$ cat config.mk
export PLATFORM = sky130hd
export DESIGN_NAME = regfile_sb_flat
export DESIGN_NICKNAME = d
export VERILOG_FILES = /design/src/rtl/regfile_sb_if.sv /design/src/rtl/regfile_sb.sv /design/src/flat_wrapper.sv
export SDC_FILE = /design/constraint.sdc
export NUM_CORES = 2
export LEC_CHECK = 0
export BUFFER_PORTS_ARGS = -buffer_cell sky130_fd_sc_hd__buf_4
export CELL_PAD_IN_SITES_DETAIL_PLACEMENT = 1
export CELL_PAD_IN_SITES_GLOBAL_PLACEMENT = 2
export CORE_MARGIN = 5
export CORE_UTILIZATION = 35
export DETAILED_ROUTE_END_ITERATION = 6
export GPL_TIMING_DRIVEN = 0
export PLACE_DENSITY = 0.64
export SYNTH_ARGS = -nofsm -noshare
export SYNTH_HDL_FRONTEND = slang
export SYNTH_SLANG_ARGS = --single-unit
$ cat constraint.sdc
create_clock -name clk_i -period 3.7 [get_ports clk_i]
set_clock_uncertainty 0.05 [all_clocks]
set_input_delay 0.185 -clock clk_i [delete_from_list [all_inputs] [get_ports clk_i]]
set_output_delay 0.185 -clock clk_i [all_outputs]
set_load 0.05 [all_outputs]
$ cat src/rtl/regfile_sb_if.sv
// Register-file bus: read ports, writeback, claim/flush scoreboard and debug view.
// The master drives indices, data and requests; the slave returns read data, busy flags and claim_ack.
interface regfile_sb_if #(
  parameter int DATA_W = 32,
  parameter int ADDR_W = 5,
  parameter int NREAD  = 2
);
  logic [NREAD*ADDR_W-1:0] rd_addr;
  logic [NREAD*DATA_W-1:0] rd_data;
  logic [NREAD-1:0]        rd_busy;
  logic                    we;
  logic [ADDR_W-1:0]       wr_addr;
  logic [DATA_W-1:0]       wd;
  logic                    claim_en;
  logic [ADDR_W-1:0]       claim_addr;
  logic                    claim_ack;
  logic                    flush;
  logic [ADDR_W:0]         pend_cnt;
  logic [ADDR_W-1:0]       dbg_addr;
  logic [DATA_W-1:0]       dbg_data;

  modport master (
    output rd_addr, we, wr_addr, wd, claim_en, claim_addr, flush, dbg_addr,
    input  rd_data, rd_busy, claim_ack, pend_cnt, dbg_data
  );

  modport slave (
    input  rd_addr, we, wr_addr, wd, claim_en, claim_addr, flush, dbg_addr,
    output rd_data, rd_busy, claim_ack, pend_cnt, dbg_data
  );
endinterface

$ cat src/rtl/regfile_sb.sv
// Multi-port register file with write-through bypass and a per-register pending scoreboard.
// Reads are zero-latency; a claim on a pending register is refused (WAW stall) unless released the same cycle.
module regfile_sb #(
  parameter int DATA_W   = 32,
  parameter int ADDR_W   = 5,
  parameter int NREAD    = 2,
  parameter int ZERO_REG = 1
) (
  input logic         clk_i,
  input logic         rst_ni,
  regfile_sb_if.slave bus
);
  localparam int DEPTH = 1 << ADDR_W;
  localparam int CW    = ADDR_W + 1;
  localparam bit ZR    = (ZERO_REG != 0);

  logic [DATA_W-1:0] mem_q [DEPTH];
  logic [DEPTH-1:0]  pend_q, pend_d;
  logic [CW-1:0]     cnt_q, cnt_d;
  logic              wr_zero;
  logic              claim_ack;
  logic              release_hit;

  assign wr_zero     = ZR && (bus.wr_addr == '0);
  assign claim_ack   = bus.claim_en && !bus.flush && !(ZR && (bus.claim_addr == '0)) &&
                       (!pend_q[bus.claim_addr] || (bus.we && (bus.wr_addr == bus.claim_addr)));
  assign release_hit = bus.we && pend_q[bus.wr_addr] && !wr_zero;

  // Release is applied before claim so a same-address claim+writeback leaves the entry owned.
  always_comb begin
    pend_d = pend_q;
    cnt_d  = cnt_q;
    if (bus.flush) begin
      pend_d = '0;
      cnt_d  = '0;
    end else begin
      if (bus.we) pend_d[bus.wr_addr] = 1'b0;
      if (claim_ack) pend_d[bus.claim_addr] = 1'b1;
      cnt_d = cnt_q + CW'(claim_ack) - CW'(release_hit);
    end
  end

  always_ff @(posedge clk_i) begin
    if (!rst_ni) begin
      for (int i = 0; i < DEPTH; i++) mem_q[i] <= '0;
      pend_q <= '0;
      cnt_q  <= '0;
    end else begin
      if (bus.we && !wr_zero) mem_q[bus.wr_addr] <= bus.wd;
      pend_q <= pend_d;
      cnt_q  <= cnt_d;
    end
  end

  for (genvar g = 0; g < NREAD; g++) begin : g_rd
    logic [ADDR_W-1:0] ra;
    logic              hit;
    logic              zero;
    assign ra   = bus.rd_addr[g*ADDR_W +: ADDR_W];
    assign hit  = bus.we && (bus.wr_addr == ra);
    assign zero = ZR && (ra == '0);
    assign bus.rd_data[g*DATA_W +: DATA_W] = zero ? '0 : (hit ? bus.wd : mem_q[ra]);
    assign bus.rd_busy[g] = !zero && pend_q[ra] && !hit;
  end

  assign bus.dbg_data  = (ZR && (bus.dbg_addr == '0)) ? '0 : mem_q[bus.dbg_addr];
  assign bus.claim_ack = claim_ack;
  assign bus.pend_cnt  = cnt_q;
endmodule
$ cat src/flat_wrapper.sv
// flat-port wrapper written by rule: the top's interface ports become plain ports
module regfile_sb_flat 
#(
  parameter int DATA_W   = 32,
  parameter int ADDR_W   = 5,
  parameter int NREAD    = 2,
  parameter int ZERO_REG = 1
)
  (clk_i, rst_ni, bus_rd_addr, bus_we, bus_wr_addr, bus_wd, bus_claim_en, bus_claim_addr, bus_flush, bus_dbg_addr, bus_rd_data, bus_rd_busy, bus_claim_ack, bus_pend_cnt, bus_dbg_data);
  regfile_sb_if #(.DATA_W(DATA_W), .ADDR_W(ADDR_W), .NREAD(NREAD)) bus_i ();
  input logic clk_i;
  input logic rst_ni;
  input wire logic [$bits(bus_i.rd_addr)-1:0] bus_rd_addr;
  input wire logic [$bits(bus_i.we)-1:0] bus_we;
  input wire logic [$bits(bus_i.wr_addr)-1:0] bus_wr_addr;
  input wire logic [$bits(bus_i.wd)-1:0] bus_wd;
  input wire logic [$bits(bus_i.claim_en)-1:0] bus_claim_en;
  input wire logic [$bits(bus_i.claim_addr)-1:0] bus_claim_addr;
  input wire logic [$bits(bus_i.flush)-1:0] bus_flush;
  input wire logic [$bits(bus_i.dbg_addr)-1:0] bus_dbg_addr;
  output wire logic [$bits(bus_i.rd_data)-1:0] bus_rd_data;
  output wire logic [$bits(bus_i.rd_busy)-1:0] bus_rd_busy;
  output wire logic [$bits(bus_i.claim_ack)-1:0] bus_claim_ack;
  output wire logic [$bits(bus_i.pend_cnt)-1:0] bus_pend_cnt;
  output wire logic [$bits(bus_i.dbg_data)-1:0] bus_dbg_data;
  assign bus_i.rd_addr = bus_rd_addr;
  assign bus_i.we = bus_we;
  assign bus_i.wr_addr = bus_wr_addr;
  assign bus_i.wd = bus_wd;
  assign bus_i.claim_en = bus_claim_en;
  assign bus_i.claim_addr = bus_claim_addr;
  assign bus_i.flush = bus_flush;
  assign bus_i.dbg_addr = bus_dbg_addr;
  assign bus_rd_data = bus_i.rd_data;
  assign bus_rd_busy = bus_i.rd_busy;
  assign bus_claim_ack = bus_i.claim_ack;
  assign bus_pend_cnt = bus_i.pend_cnt;
  assign bus_dbg_data = bus_i.dbg_data;
  regfile_sb #(.DATA_W(DATA_W), .ADDR_W(ADDR_W), .NREAD(NREAD), .ZERO_REG(ZERO_REG)) u_core (.clk_i(clk_i), .rst_ni(rst_ni), .bus(bus_i));
endmodule
======== Word level (Yosys, flattened, before mapping) ========
Memories as Yosys holds them, arrays and structs flattened.
Cells that the tools add are included.
cells by class
  bitwise gates (word level) .............. 4
  reductions and logical operators ........ 31
  equality and inequality tests ........... 3
  $add $sub $neg .......................... 2
  mux-type cells .......................... 27
  multiply operators ...................... 0
  shift-type cells ........................ 0
  $lt $le $gt $ge ......................... 6
  divide/modulo/power cells ............... 0
operators with widths
  cell                  count
  $mux W32              9
  $and A32 B32 Y32      1
  $not A32 Y32          1
  $or A32 B32 Y32       1
  $reduce_or A32 Y1     1
  $logic_not A5 Y1      5
  $lt A5 B6 Y1 const B  4
  $bmux W1 S5           4
  $eq A5 B5 Y1          3
  $logic_and A1 B1 Y1   15
  $mux W1               11
  $demux W1 S5          2
  $ge A5 B1 Y1 const B  2
  $logic_not A1 Y1      8
  $add A6 B1 Y6         1
  $sub A6 B1 Y6         1
  $mux W5               1
  $reduce_or A2 Y1      1
  $logic_or A1 B1 Y1    1
  $not A1 Y1            1
word-level totals
  output and inout port bits .............. 105
  input port bits ......................... 62
  ROM bits ................................ 0
  memory bits (writable) .................. 1024
  register bits ........................... 38
  memories kept ........................... 1
  bits in latches ......................... 0
memories
  name          depth  bits a word  read ports  clocked after memory_dff  write ports  line              source
  u_core.mem_q  32     32           3           0                         32           regfile_sb.sv:17  logic [DATA_W-1:0] mem_q [DEPTH];

======== Longest topological paths before layout ========
  depth after elaboration ................. 10
  gate-level depth with buffers ........... 16
  depth with buffers taken out ............ 15

======== Least setup slack after synthesis ========
No wires, ideal clock.
  path kind ............................... input-to-reg
  start point ............................. in bus_wr_addr[0]
  end point ............................... mem u_core.mem_q[11][0] (enable)
  data required time ...................... 3184 ps
  slack ................................... -395 ps
  data arrival time ....................... 3580 ps
  stages on the path ...................... 6
  cell sequence ........................... buf_2 > buf_2 > nand4_1 > clkbuf_1 > clkbuf_1 > o21ai_0
RTL lines
  element      line                source
  from (decl)  flat_wrapper.sv:15  input wire logic [$bits(bus_i.wr_addr)-1:0] bus_wr_addr;
  to (decl)    regfile_sb.sv:17

==> results.yml <==
synth:
  ys_types: 67
  synth_edf_count: 1024
  synth_cells: 4599
  syn_avg_cell_area_sq_um: 14.4
  synthTopCellsByArea: "edfxtp_1 (47%), mux4_2 (26%), and2_1 (9.2%)"
  async_reset_ff_share_pct: 0
  synth_ff_type: "edfxtp_1"
  yosys_warnings: 0
  synth_seq_area_share_pct: 47.7
  synth.top_cell.area_share_pct: 46.6
  synth_area_sq_um: 66000
  synth_seq_cells: 1062
  yosys.area.top_type: "edfxtp_1"
grt:
  track_usage_pct: 37.5
  antenna_found_initial: 39
  grt_pass1_vias: 51200
  grt_pass1_wl_um: 491000
  overflow: 0
  grt_max_degree: 22
placed_design:
  dp_slack_ns: -1.72
  place_hpwl_um: 278000
  place_congestion: 1.01
  place_area_sq_um: 72000
  dp_cells: 7332
  port_buffers: 152
cts:
  cts_root_buf: "clkbuf_16"
  insertion_delay_ns: 0.81
  numCtsBuffers: 139
  clkTransAtPathRegs_ns: 0.06
  clock_sinks: 1062
  clockBufferDepth: 3
  tritoncts: "yes"
  htreeDepth: 4
pwr:
  powerDensity_nw_per_um2: 456
  vdd_drop_max_mv: 0.377
  p_total_w: 0.0354
  cellLeakagePower_nw: 26.7
sta:
  fin_setup_tns_ns: -10.18
  report.final.slew_viol_count: 22
  fin_crit_sh_pct: 107
  worst-slew-pin-transition_ns: 1.61
  relSlewSlack_pct: -7.03
  fin_crit_ns: 3.95
  final-hold-violation-count: 0
  setup_viol: 89
  setup_ws_ns: -0.254
  rsz0062_at_grt: "true"
  fmax_ghz: 0.253
final_layout:
  final_nets: 5089
  area_growth_pct: 17.5
  drive_gt1_share_pct: 30.2
  final_cells: 7653
  nFillCells: 19000
  finish.instance_area_sq_um: 77600
critical_path:
  crit_family: "buffers and inverters"
  cp_slowest_cell: "nor2_1"
  crit_type: "input pin to flop"
  cp_max_fo: 10
  path_cells: "clkbuf_1, nand4b_1, clkbuf_1, nor2_1, clkbuf_1, and2_1"
  critPathBufInv: 3
  cp_common_cell: "clkbuf_1"
  cp-start-kind: "input pin"
  cp_slowest_stage_delay_ns: 1.00
  cp_data_required_time_ns: 4.33
  cp.arrival_ns: 4.58
  end_kind: "flop"
detailed_routing:
  via_per_inst: 6.90
  wl_um: 378000
  drtPass1Iterations: 6
  drt_iter0_drc: 8883
  post-route-drc-count: 0
  final_antenna_net_count: 0
  avgRoutedWirePerCell_um: 49.4
  vias: 52800
job:
  maxCapViolCount: 2
floorplan:
  coreArea_sq_um: 188000
  die_y_um: 444
  dieArea_sq_um: 197000
  start_util_pct: 35.2
  die_w_um: 444
  io_pins: 167
  rows: 159
hold_path:
  hold_path_class: "input pin to flop"
outcome:
  status: "finished, violations left"
  violations: "capacitance limit, slew limit, setup timing"
[metrics by stage]
stage	hold slack, ns	util, %
after global routing	0.0890	41.3
after CTS	0.00454	41.2
after global placement	0.435	37.5
final	0.0427	41.3
after detailed placement	0.436	38.3
after floorplan	0.333	-
[cell usage after synthesis, types with 48 or more instances]
library cell	count
a221oi_1	67
a22oi_1	97
and2_1	972
buf_2	103
clkbuf_1	335
edfxtp_1	1024
inv_1	48
mux2i_1	215
mux4_2	759
nand2_1	113
nor2_1	104
nor3_1	62
o21ai_0	133
[worst min-delay path: stages]
cell	delay, ns
clkbuf_1	0.17
nand2_1	0.12
nor2_1	0.14
nand2_1	0.09
a32o_1	0.15
[logic make-up (layout without fill, tap and decap cells)]
logic type,Yosys count,after routing,share of synthesized area (%)
multiplexers,1005,1005,29.7
flip-flops,1062,1062,47.7
buffers and inverters,571,1075,3.82
XOR/XNOR,19,19,0.252
AO/OA/AOI/OAI,557,557,6.16
adder cells (fa/ha/maj),7,7,0.144
AND/OR/NAND/NOR,1377,1377,12.2
other,1,56,0.00568
[sequential cells by signal (all words and copies together) (netlist names)]
register	flops
u_core.bus.pend_cnt	6
u_core.mem_q	1024
u_core.pend_q	32
[layer usage]
metal	share of wire, %	routed length, um	vias to the layer above	GRT usage (%)
li1	-	-	19200	-
met1	36	135000	28200	45.6
met2	43	163000	4236	55.1
met3	11	40800	1191	10.8
met4	11	39800	14	31.8
met5	0.025	94	-	0
[cell type report]
type / instances / area (sq um) / area share [%]
multi-input combinational: 2997 / 32800 / 42.2
timing repair buffer: 252 / 2770 / 3.58
antenna: 24 / 60.1 / 0.0774
sequential: 1062 / 31500 / 40.6
buffer: 520 / 2700 / 3.48
clock buffer: 173 / 3780 / 4.87
tap: 2495 / 3120 / 4.03
inverter: 48 / 180 / 0.232
clock inverter: 82 / 679 / 0.876
[final timing paths]
kind | cells after the start | end | slack [ns] | from
hold / removal | 5 | u_core.pend_q[12]$_SDFF_PP0_ | 0.04 | bus_wr_addr[2]
hold reg to reg | 2 | u_core.pend_q[0]$_SDFF_PP0_ | 0.47 | u_core.pend_q[0]$_SDFF_PP0_
setup / recovery | 6 | u_core.mem_q[18][14]$_SDFFCE_PN0P_ | -0.25 | rst_ni
setup reg to reg | 14 | u_core.bus.pend_cnt[4]$_SDFF_PP0_ | 0.15 | u_core.pend_q[27]$_SDFF_PP0_
[layout by cell type (no fill, tap or decap), types with 33 or more instances in the layout]
cell type and count:
mux4_2 759, nor2_1 96, and2_1 972, mux2i_1 209, buf_4 222, clkbuf_1 289, o21ai_0 98, buf_2 68
clkbuf_2 57, o22ai_1 41, a22oi_1 93, a221oi_1 66, clkbuf_16 147, nand2_1 109, a21oi_1 33, nor3_1 57
a22o_1 39, clkinv_1 34, edfxtp_1 1024, a32o_1 36, dfxtp_1 38, dlygate4sd3_1 42, inv_1 47
[report_power, final]
| group | leakage [nW] | switching (W) | internal, W |
|---|---|---|---|
| clock network | 2.19 | 0.00579 | 0.00799 |
| logic | 14.4 | 0.00475 | 0.00249 |
| registers | 10.1 | 0.000530 | 0.0138 |
| total | 26.7 | 0.0111 | 0.0243 |
[repair_timing]
item,4_1_cts,5_1_grt
endpoints found under the hold margin,65,0
hold buffers,42,0
endpoints found under the setup margin,98,47
gates resized for setup,189,58
pin swaps,3,3
setup buffers,0,3
Power figures use the tool's default switching activity.
